## config.mk

```make
export PLATFORM = sky130hd
export DESIGN_NAME = aes_job_scheduler
export DESIGN_NICKNAME = d
export VERILOG_FILES = /design/src/rtl/aes_job_scheduler.sv
export SDC_FILE = /design/constraint.sdc
export NUM_CORES = 1
export LEC_CHECK = 0
export CAP_MARGIN = 20
export CELL_PAD_IN_SITES_DETAIL_PLACEMENT = 2
export CELL_PAD_IN_SITES_GLOBAL_PLACEMENT = 2
export CORE_AREA = 8 8 606 608
export DETAILED_ROUTE_END_ITERATION = 10
export DIE_AREA = 0 0 614 616
export PLACE_DENSITY_LB_ADDON = 0.1
export SKIP_LAST_GASP = 1
export SYNTH_ARGS = -nofsm -noshare
export SYNTH_HDL_FRONTEND = slang
export SYNTH_SLANG_ARGS = --single-unit
```

## constraint.sdc

```tcl
create_clock -name clk -period 15 [get_ports clk]
set_input_delay 3.75 -clock clk [delete_from_list [all_inputs] [get_ports clk]]
set_output_delay 3.75 -clock clk [all_outputs]
set_load 0.005 [all_outputs]
```

## src/rtl/aes_job_scheduler.sv

```systemverilog
// aes_job_scheduler: shares one aes_modified core between N_REQ requesters.
// Round-robin grant, core load/start sequencing, fixed-latency capture and
// a valid/ready response channel. One job is in flight at a time.
// Optional build macro AES_SCHED_PERF_CNT_EN adds jobs_done/busy_cycles.
module aes_job_scheduler #(
  parameter int N_REQ        = 4,
  parameter int ID_W         = $clog2(N_REQ),
  parameter int CORE_LATENCY = 41
) (
  input  logic                 clk,
  input  logic                 rst,
  input  logic [N_REQ-1:0]     req_valid,
  output logic [N_REQ-1:0]     req_ready,
  input  logic [N_REQ*128-1:0] req_data,
  input  logic [N_REQ*128-1:0] req_key,
  output logic                 rsp_valid,
  input  logic                 rsp_ready,
  output logic [ID_W-1:0]      rsp_id,
  output logic [127:0]         rsp_data,
  output logic                 busy,
  output logic                 core_rst,
  output logic                 core_start,
  output logic [127:0]         core_in,
  output logic [127:0]         core_key,
  input  logic [127:0]         core_out
`ifdef AES_SCHED_PERF_CNT_EN
  ,
  output logic [31:0]          jobs_done,
  output logic [31:0]          busy_cycles
`endif
);

  localparam int CNT_W = $clog2(CORE_LATENCY + 1);

  typedef enum logic [2:0] {
    ST_IDLE  = 3'd0,
    ST_LOAD  = 3'd1,
    ST_START = 3'd2,
    ST_WAIT  = 3'd3,
    ST_RESP  = 3'd4
  } state_t;

  state_t             state_r, state_nx;
  logic [ID_W-1:0]    ptr_r, ptr_nx;
  logic [CNT_W-1:0]   cnt_r, cnt_nx;
  logic [N_REQ-1:0]   grant_s;
  logic [ID_W-1:0]    grant_idx_s;
  logic               accept_s;
  logic               rsp_valid_nx, core_rst_nx, core_start_nx, busy_nx;
  logic [ID_W-1:0]    rsp_id_nx;
  logic [127:0]       rsp_data_nx, core_in_nx, core_key_nx;

  // First valid requester at or after p, wrapping past N_REQ-1.
  function automatic logic [N_REQ-1:0] rr_pick(input logic [N_REQ-1:0] v,
                                               input logic [ID_W-1:0]  p);
    logic [N_REQ-1:0] g;
    logic             found;
    logic [ID_W:0]    s;
    g     = '0;
    found = 1'b0;
    for (int i = 0; i < N_REQ; i++) begin
      s = {1'b0, p} + (ID_W+1)'(i);
      s = (s >= (ID_W+1)'(N_REQ)) ? s - (ID_W+1)'(N_REQ) : s;
      g[s[ID_W-1:0]] = g[s[ID_W-1:0]] | (v[s[ID_W-1:0]] & ~found);
      found          = found | v[s[ID_W-1:0]];
    end
    return g;
  endfunction

  // Binary index of a one-hot vector (zero when empty).
  function automatic logic [ID_W-1:0] onehot_idx(input logic [N_REQ-1:0] g);
    logic [ID_W-1:0] r;
    r = '0;
    for (int i = 0; i < N_REQ; i++) begin
      r = r | (g[i] ? ID_W'(i) : '0);
    end
    return r;
  endfunction

  // Combinational grant: only offered while idle.
  always_comb begin
    grant_s = rr_pick(req_valid, ptr_r);
    if (state_r == ST_IDLE) begin
      req_ready = grant_s;
    end else begin
      req_ready = '0;
    end
  end

  assign accept_s    = |(req_valid & req_ready);
  assign grant_idx_s = onehot_idx(req_ready);

  // Next-state and next-value logic for every registered output.
  always_comb begin
    state_nx      = state_r;
    ptr_nx        = ptr_r;
    cnt_nx        = cnt_r;
    rsp_valid_nx  = rsp_valid;
    rsp_id_nx     = rsp_id;
    rsp_data_nx   = rsp_data;
    core_in_nx    = core_in;
    core_key_nx   = core_key;
    core_rst_nx   = 1'b0;
    core_start_nx = 1'b0;
    case (state_r)
      ST_IDLE: begin
        if (accept_s) begin
          core_in_nx  = req_data[grant_idx_s*128 +: 128];
          core_key_nx = req_key[grant_idx_s*128 +: 128];
          rsp_id_nx   = grant_idx_s;
          ptr_nx      = (grant_idx_s == ID_W'(N_REQ-1)) ? '0 : grant_idx_s + ID_W'(1);
          core_rst_nx = 1'b1;
          state_nx    = ST_LOAD;
        end else begin
          state_nx = ST_IDLE;
        end
      end
      ST_LOAD: begin
        core_start_nx = 1'b1;
        state_nx      = ST_START;
      end
      ST_START: begin
        cnt_nx   = CNT_W'(1);
        state_nx = ST_WAIT;
      end
      ST_WAIT: begin
        if (cnt_r == CNT_W'(CORE_LATENCY)) begin
          // Core output is only meaningful in this one cycle; take it as is.
          rsp_data_nx  = core_out;
          rsp_valid_nx = 1'b1;
          state_nx     = ST_RESP;
        end else begin
          cnt_nx = cnt_r + CNT_W'(1);
        end
      end
      ST_RESP: begin
        if (rsp_ready) begin
          rsp_valid_nx = 1'b0;
          state_nx     = ST_IDLE;
        end else begin
          state_nx = ST_RESP;
        end
      end
      default: begin
        state_nx = ST_IDLE;
      end
    endcase
    busy_nx = (state_nx != ST_IDLE);
  end

  // FSM state register.
  always_ff @(posedge clk) begin
    if (!rst) begin
      state_r <= ST_IDLE;
    end else begin
      state_r <= state_nx;
    end
  end

  // Datapath and output registers; reset parks the core in reset.
  always_ff @(posedge clk) begin
    if (!rst) begin
      ptr_r      <= '0;
      cnt_r      <= '0;
      rsp_valid  <= 1'b0;
      rsp_id     <= '0;
      rsp_data   <= '0;
      core_rst   <= 1'b1;
      core_start <= 1'b0;
      core_in    <= '0;
      core_key   <= '0;
      busy       <= 1'b0;
    end else begin
      ptr_r      <= ptr_nx;
      cnt_r      <= cnt_nx;
      rsp_valid  <= rsp_valid_nx;
      rsp_id     <= rsp_id_nx;
      rsp_data   <= rsp_data_nx;
      core_rst   <= core_rst_nx;
      core_start <= core_start_nx;
      core_in    <= core_in_nx;
      core_key   <= core_key_nx;
      busy       <= busy_nx;
    end
  end

`ifdef AES_SCHED_PERF_CNT_EN
  // Performance counters; the accept cycle counts as part of the job.
  always_ff @(posedge clk) begin
    if (!rst) begin
      jobs_done   <= 32'd0;
      busy_cycles <= 32'd0;
    end else begin
      jobs_done   <= jobs_done + ((rsp_valid & rsp_ready) ? 32'd1 : 32'd0);
      busy_cycles <= busy_cycles + ((busy | accept_s) ? 32'd1 : 32'd0);
    end
  end
`endif

endmodule

```

# Word-level counts from Yosys, hierarchy flattened
# Cells that the tools add are included.
# word_totals
in_bits,1159
latchBits,0
wordCells,120
ramBits,0
memories,0
output_inout_bits,394
reg_bits,401
rom_bits,0
# op_classes
n_mul,0
reduce_logical,13
mux,48
n_lt_le_gt_ge,12
div_mod_pow,0
eq_ne,9
addsub,9
n_shift,2
bitwise,16
# op_table
operator,count
512-bit by 10-bit indexed part select with 128-bit output,2
1-bit 2-to-1 mux,19
1-bit binary-select mux with 2-bit select,8
3-bit case mux with 5 select lines,1
2-bit 2-to-1 mux,7
4-bit bitwise mux,3
2-bit by 3-bit less-than comparator with 1-bit output (second input constant),4
6-bit case mux with 2 select lines,1
3-bit >= comparator (second input constant),3
4-bit bitwise AND,2
1-bit demux with 2-bit select,4
2-bit by 1-bit >= comparator with 1-bit output (second input constant),4
2-bit by 1-bit subtractor with 2-bit output (second input constant),4
2-bit by 2-bit adder with 3-bit output (second input constant),2
6-bit by 1-bit adder with 6-bit output (second input constant),1
3-bit by 2-bit equality test with 1-bit output (second input constant),2
6-bit equality test (second input constant),1
3-bit 2-to-1 mux,2
6-bit 2-to-1 mux,1
2-bit inequality test (second input constant),3
1-bit OR,6
2-bit AND reduction,3
1-bit logical AND,4
4-bit 2-to-1 mux,1
other kinds (16),21

# Longest topological paths before layout
# logic_depth
depth_word,25
depth_mapped,19
ltp_nobuf,13

# Least setup slack after synthesis
# Ideal clock, no wire load.
# synth_path
path_kind,input to output
start,input req_valid[2]
end,output req_ready[1]
n_path_buf,3
setup_slack_ps,4886
t_arrival_ps,6364
cell_stages,11
required_time_ps,11250
cell_sequence,clkbuf_1 > mux4_2 > mux2_4 > a211o_1 > a21oi_1 > o311a_2 > a211oi_2 > o21ai_1 > clkbuf_1 > clkbuf_1 > inv_1
# synth_via
elab_chain_len,17
elab_cells_between_ends,31
classes_between,18 x mux; 13 x bitwise
# synth_rtl
item,line_no,rtl
start: declaration,12,"input logic [N_REQ-1:0] req_valid,"
1-bit binary-select mux with 2-bit select,"64, 65",
1-bit 2-to-1 mux (not written as such),"64, 65",
1-bit OR,64,g[s[ID_W-1:0]] = g[s[ID_W-1:0]] | (v[s[ID_W-1:0]] & ~found);
4-bit bitwise AND (no source line),--,
1-bit binary-select mux with 2-bit select,64,
1-bit 2-to-1 mux (not written as such),64,
1-bit OR,64,
4-bit bitwise mux,64,
1-bit binary-select mux with 2-bit select,64,
1-bit 2-to-1 mux (not written as such),64,
1-bit OR,64,
4-bit bitwise mux,64,
1-bit binary-select mux with 2-bit select,64,
1-bit 2-to-1 mux (not written as such),64,
1-bit OR,64,
4-bit bitwise mux (*),64,
4-bit 2-to-1 mux (*),83,if (state_r == ST_IDLE) begin
end: declaration,13,"output logic [N_REQ-1:0] req_ready,"
# Every way passes the cells marked *; elsewhere a longest branch is shown, timed or not. The select of a mux whose other input is x is not followed.

# Worst setup path after layout
# layout_path
start,input req_valid[0]
end,output req_ready[3]
# Same word-level chain as after synthesis.

==> impl_metrics.json <==
{
  "dieArea_um2": 378000,
  "htree_num_levels": 3,
  "synth_area_um2": 19600,
  "wire_per_inst_um": 31.6,
  "areaGrowthSynthToFinish_pct": 120,
  "drv_slew": 0,
  "syn_area_per_cell_um2": 8.64,
  "hold_buffers": 0,
  "critPathLaunchType": "input port",
  "groute.usage.overall": 0.136,
  "drt_first_iter_violations": 1840,
  "synth.top_cell.area_share": 0.409,
  "core-area_um2": 358000,
  "cts.clk_slew.worst_paths_ns": 0.05,
  "die_height_um": 616,
  "powerDensity_nw_per_um2": 202,
  "yosysTopAreaCell": "dfxtp_1",
  "grt_pass1_wl_um": 336000,
  "fin_worst_skew_ns": 0.0645,
  "synth_most_common_cell": "nand2_1",
  "die_w_um": 614,
  "fp-row-count": 220,
  "end_kind": "output pin",
  "cts_tree": "yes",
  "min_period_over_period": 0.777,
  "ys_ff_latch": 401,
  "p_leak_nw": 14.1,
  "fill_cells": 41396,
  "cts_root_buffer": "clkbuf_16",
  "rsz0062_at_grt": "no",
  "yosys_warnings": 0,
  "viasPerCell": 3.10,
  "finalSetupViolCount": 0,
  "grt_overflow": 0,
  "clock.fmax_mhz": 85.8,
  "synthArstFlopShare": 0,
  "grt_pass1_vias": 28617,
  "grt_max_degree": 122,
  "worst-setup-path-type": "in -> out",
  "outcome": "finished, final reports clean",
  "multi_input_area_um2": 9860,
  "netlist_top_cells_area": "dfxtp_1 41%, a222oi_1 10%, nand2_1 10%",
  "hold_viol_final": 0,
  "power.total_mw": 8.72,
  "hold_class": "reg -> reg",
  "vdd_drop_max_mv": 0.199,
  "worst_slew_margin_rel": 0.181,
  "portBuffers": 1552,
  "seq_area_um2": 8030,
  "layout-drive-gt1-share": 0.0767,
  "firstDrtPassIters": 9,
  "drc": 0,
  "routabilityCongestion": 0.756,
  "antenna_found_initial": 293,
  "critPathMaxFanout": 14,
  "clock_sinks": 401,
  "yosysSeqAreaShare": 0.409,
  "final_nets": 4884,
  "hpwlAfterDp_um": 226000,
  "antenna_left": 0,
  "synth_nets": 3435,
  "fin_cells": 8594,
  "required_ns": 11.25,
  "cts_setup_buffers": 0,
  "worstPathArrival_ns": 7.91,
  "maxCapViolations": 0,
  "clock_latency_ns": 0.78,
  "netlist_instances": 2270,
  "ys_top_cells_by_count": "525 x nand2_1, 401 x dfxtp_1, 208 x inv_1",
  "final.min_clock_period_ns": 11.66,
  "initial_core_util": 0.0549,
  "ioPinCount": 1553,
  "cts_buffers": 81,
  "tightest_slew_ns": 1.23,
  "place_inst": 8409,
  "synthFlopType": "dfxtp_1",
  "yosysUniqueCellTypes": 75,
  "post_cts_resized": 0,
  "fin_setup_tns_ns": 0,
  "synth_edf_count": 0,
  "routed-via-count": 26614,
  "cts.path.max_buffers": 4,
  "drt-total-wl_um": 272000
}
## layout make-up
class	instances	share of cell area
Tap cell	4773	0.138
Sequential cell	401	0.186
Antenna cell	53	0.00307
Inverter	210	0.0184
Multi-Input combinational cell	1429	0.228
Clock inverter	17	0.00445
Timing Repair Buffer	1596	0.369
Clock buffer	115	0.0533
## flip-flops by register name, summed over array words and instances, names as in the netlist, 2 cells and up
register and count:
core_in 128, core_key 128, rsp_data 128, cnt_r 6, state_r 3, ptr_r 2
rsp_id 2
## path summary, 6_finish.rpt
| path | start | to | slack (ns) | cells past startpoint |
|---|---|---|---|---|
| hold / removal | core_key[44] | core_key[44] | 0.45 | 2 |
| setup / recovery | req_valid[0] | req_ready[3] | 3.34 | 10 |
| hold reg to reg | core_key[44] | core_key[44] | 0.45 | 2 |
| setup reg to reg | ptr_r[0] | core_in[69] | 7.94 | 16 |
## power by group
group / internal (mW) / total [mW] / switching, mW
registers: 1.29 / 1.41 / 0.120
clock network: 1.10 / 1.85 / 0.750
logic: 1.87 / 5.47 / 3.60
## metal layers
metal / GRT usage / wire (µm)
met2: 0.269 / 147000
met5: 0 / 775
met3: 0.0573 / 25400
met4: 0.0249 / 7080
met1: 0.132 / 92000
## metrics by stage
step            util  setup slack [ns]  cell area (µm²)  hold WS [ns]
2_1_floorplan      -              4.89            19600         0.443
3_3_place_gp   0.114              3.32            40600         0.437
3_5_place_dp   0.114              3.30            40600         0.446
4_1_cts        0.121              3.29            43100         0.453
5_1_grt        0.121              3.09            43200         0.473
6_report       0.121              3.34            43300         0.447
## cell families (layout without fill, tap and decap cells)
group,after synthesis,count (layout),synth area share
AOI/OAI and AO/OA,696,696,0.317
xor gates and xnor gates,3,3,0.00134
adders and majority gates,6,6,0.00383
buffers and inverters,440,1938,0.0932
DFF,401,401,0.409
muxes,71,71,0.0387
other,0,53,0
and+or+nand+nor,653,653,0.137
## cells in the final DEF, fill, tap and decap left out, drive strengths merged, types with 5 or more instances in the layout
master         Yosys  final
nor2              17     17
a222oi           198    198
clkbuf           162    115
o21ai             68     68
ha                 6      6
clkdlybuf4s50      0   1552
nand2            525    525
mux2i             65     65
buf               68     44
clkinv             0     12
nor2b              5      5
inv              210    212
nand4              5      5
o221ai           255    255
a21oi            138    138
or3                6      6
dfxtp            401    401
diode              0     53
nand3             63     63
## critical path, cell delays in order
cell,delay [ns]
clkdlybuf4s50_1,0.77
mux4_2,0.73
mux2i_2,0.27
o2111ai_2,0.31
nand2_1,0.17
o31a_1,0.33
a2111oi_2,0.55
nor2_4,0.16
inv_2,0.17
clkdlybuf4s50_1,0.68
No activity file was read; power rests on OpenSTA's default activity.
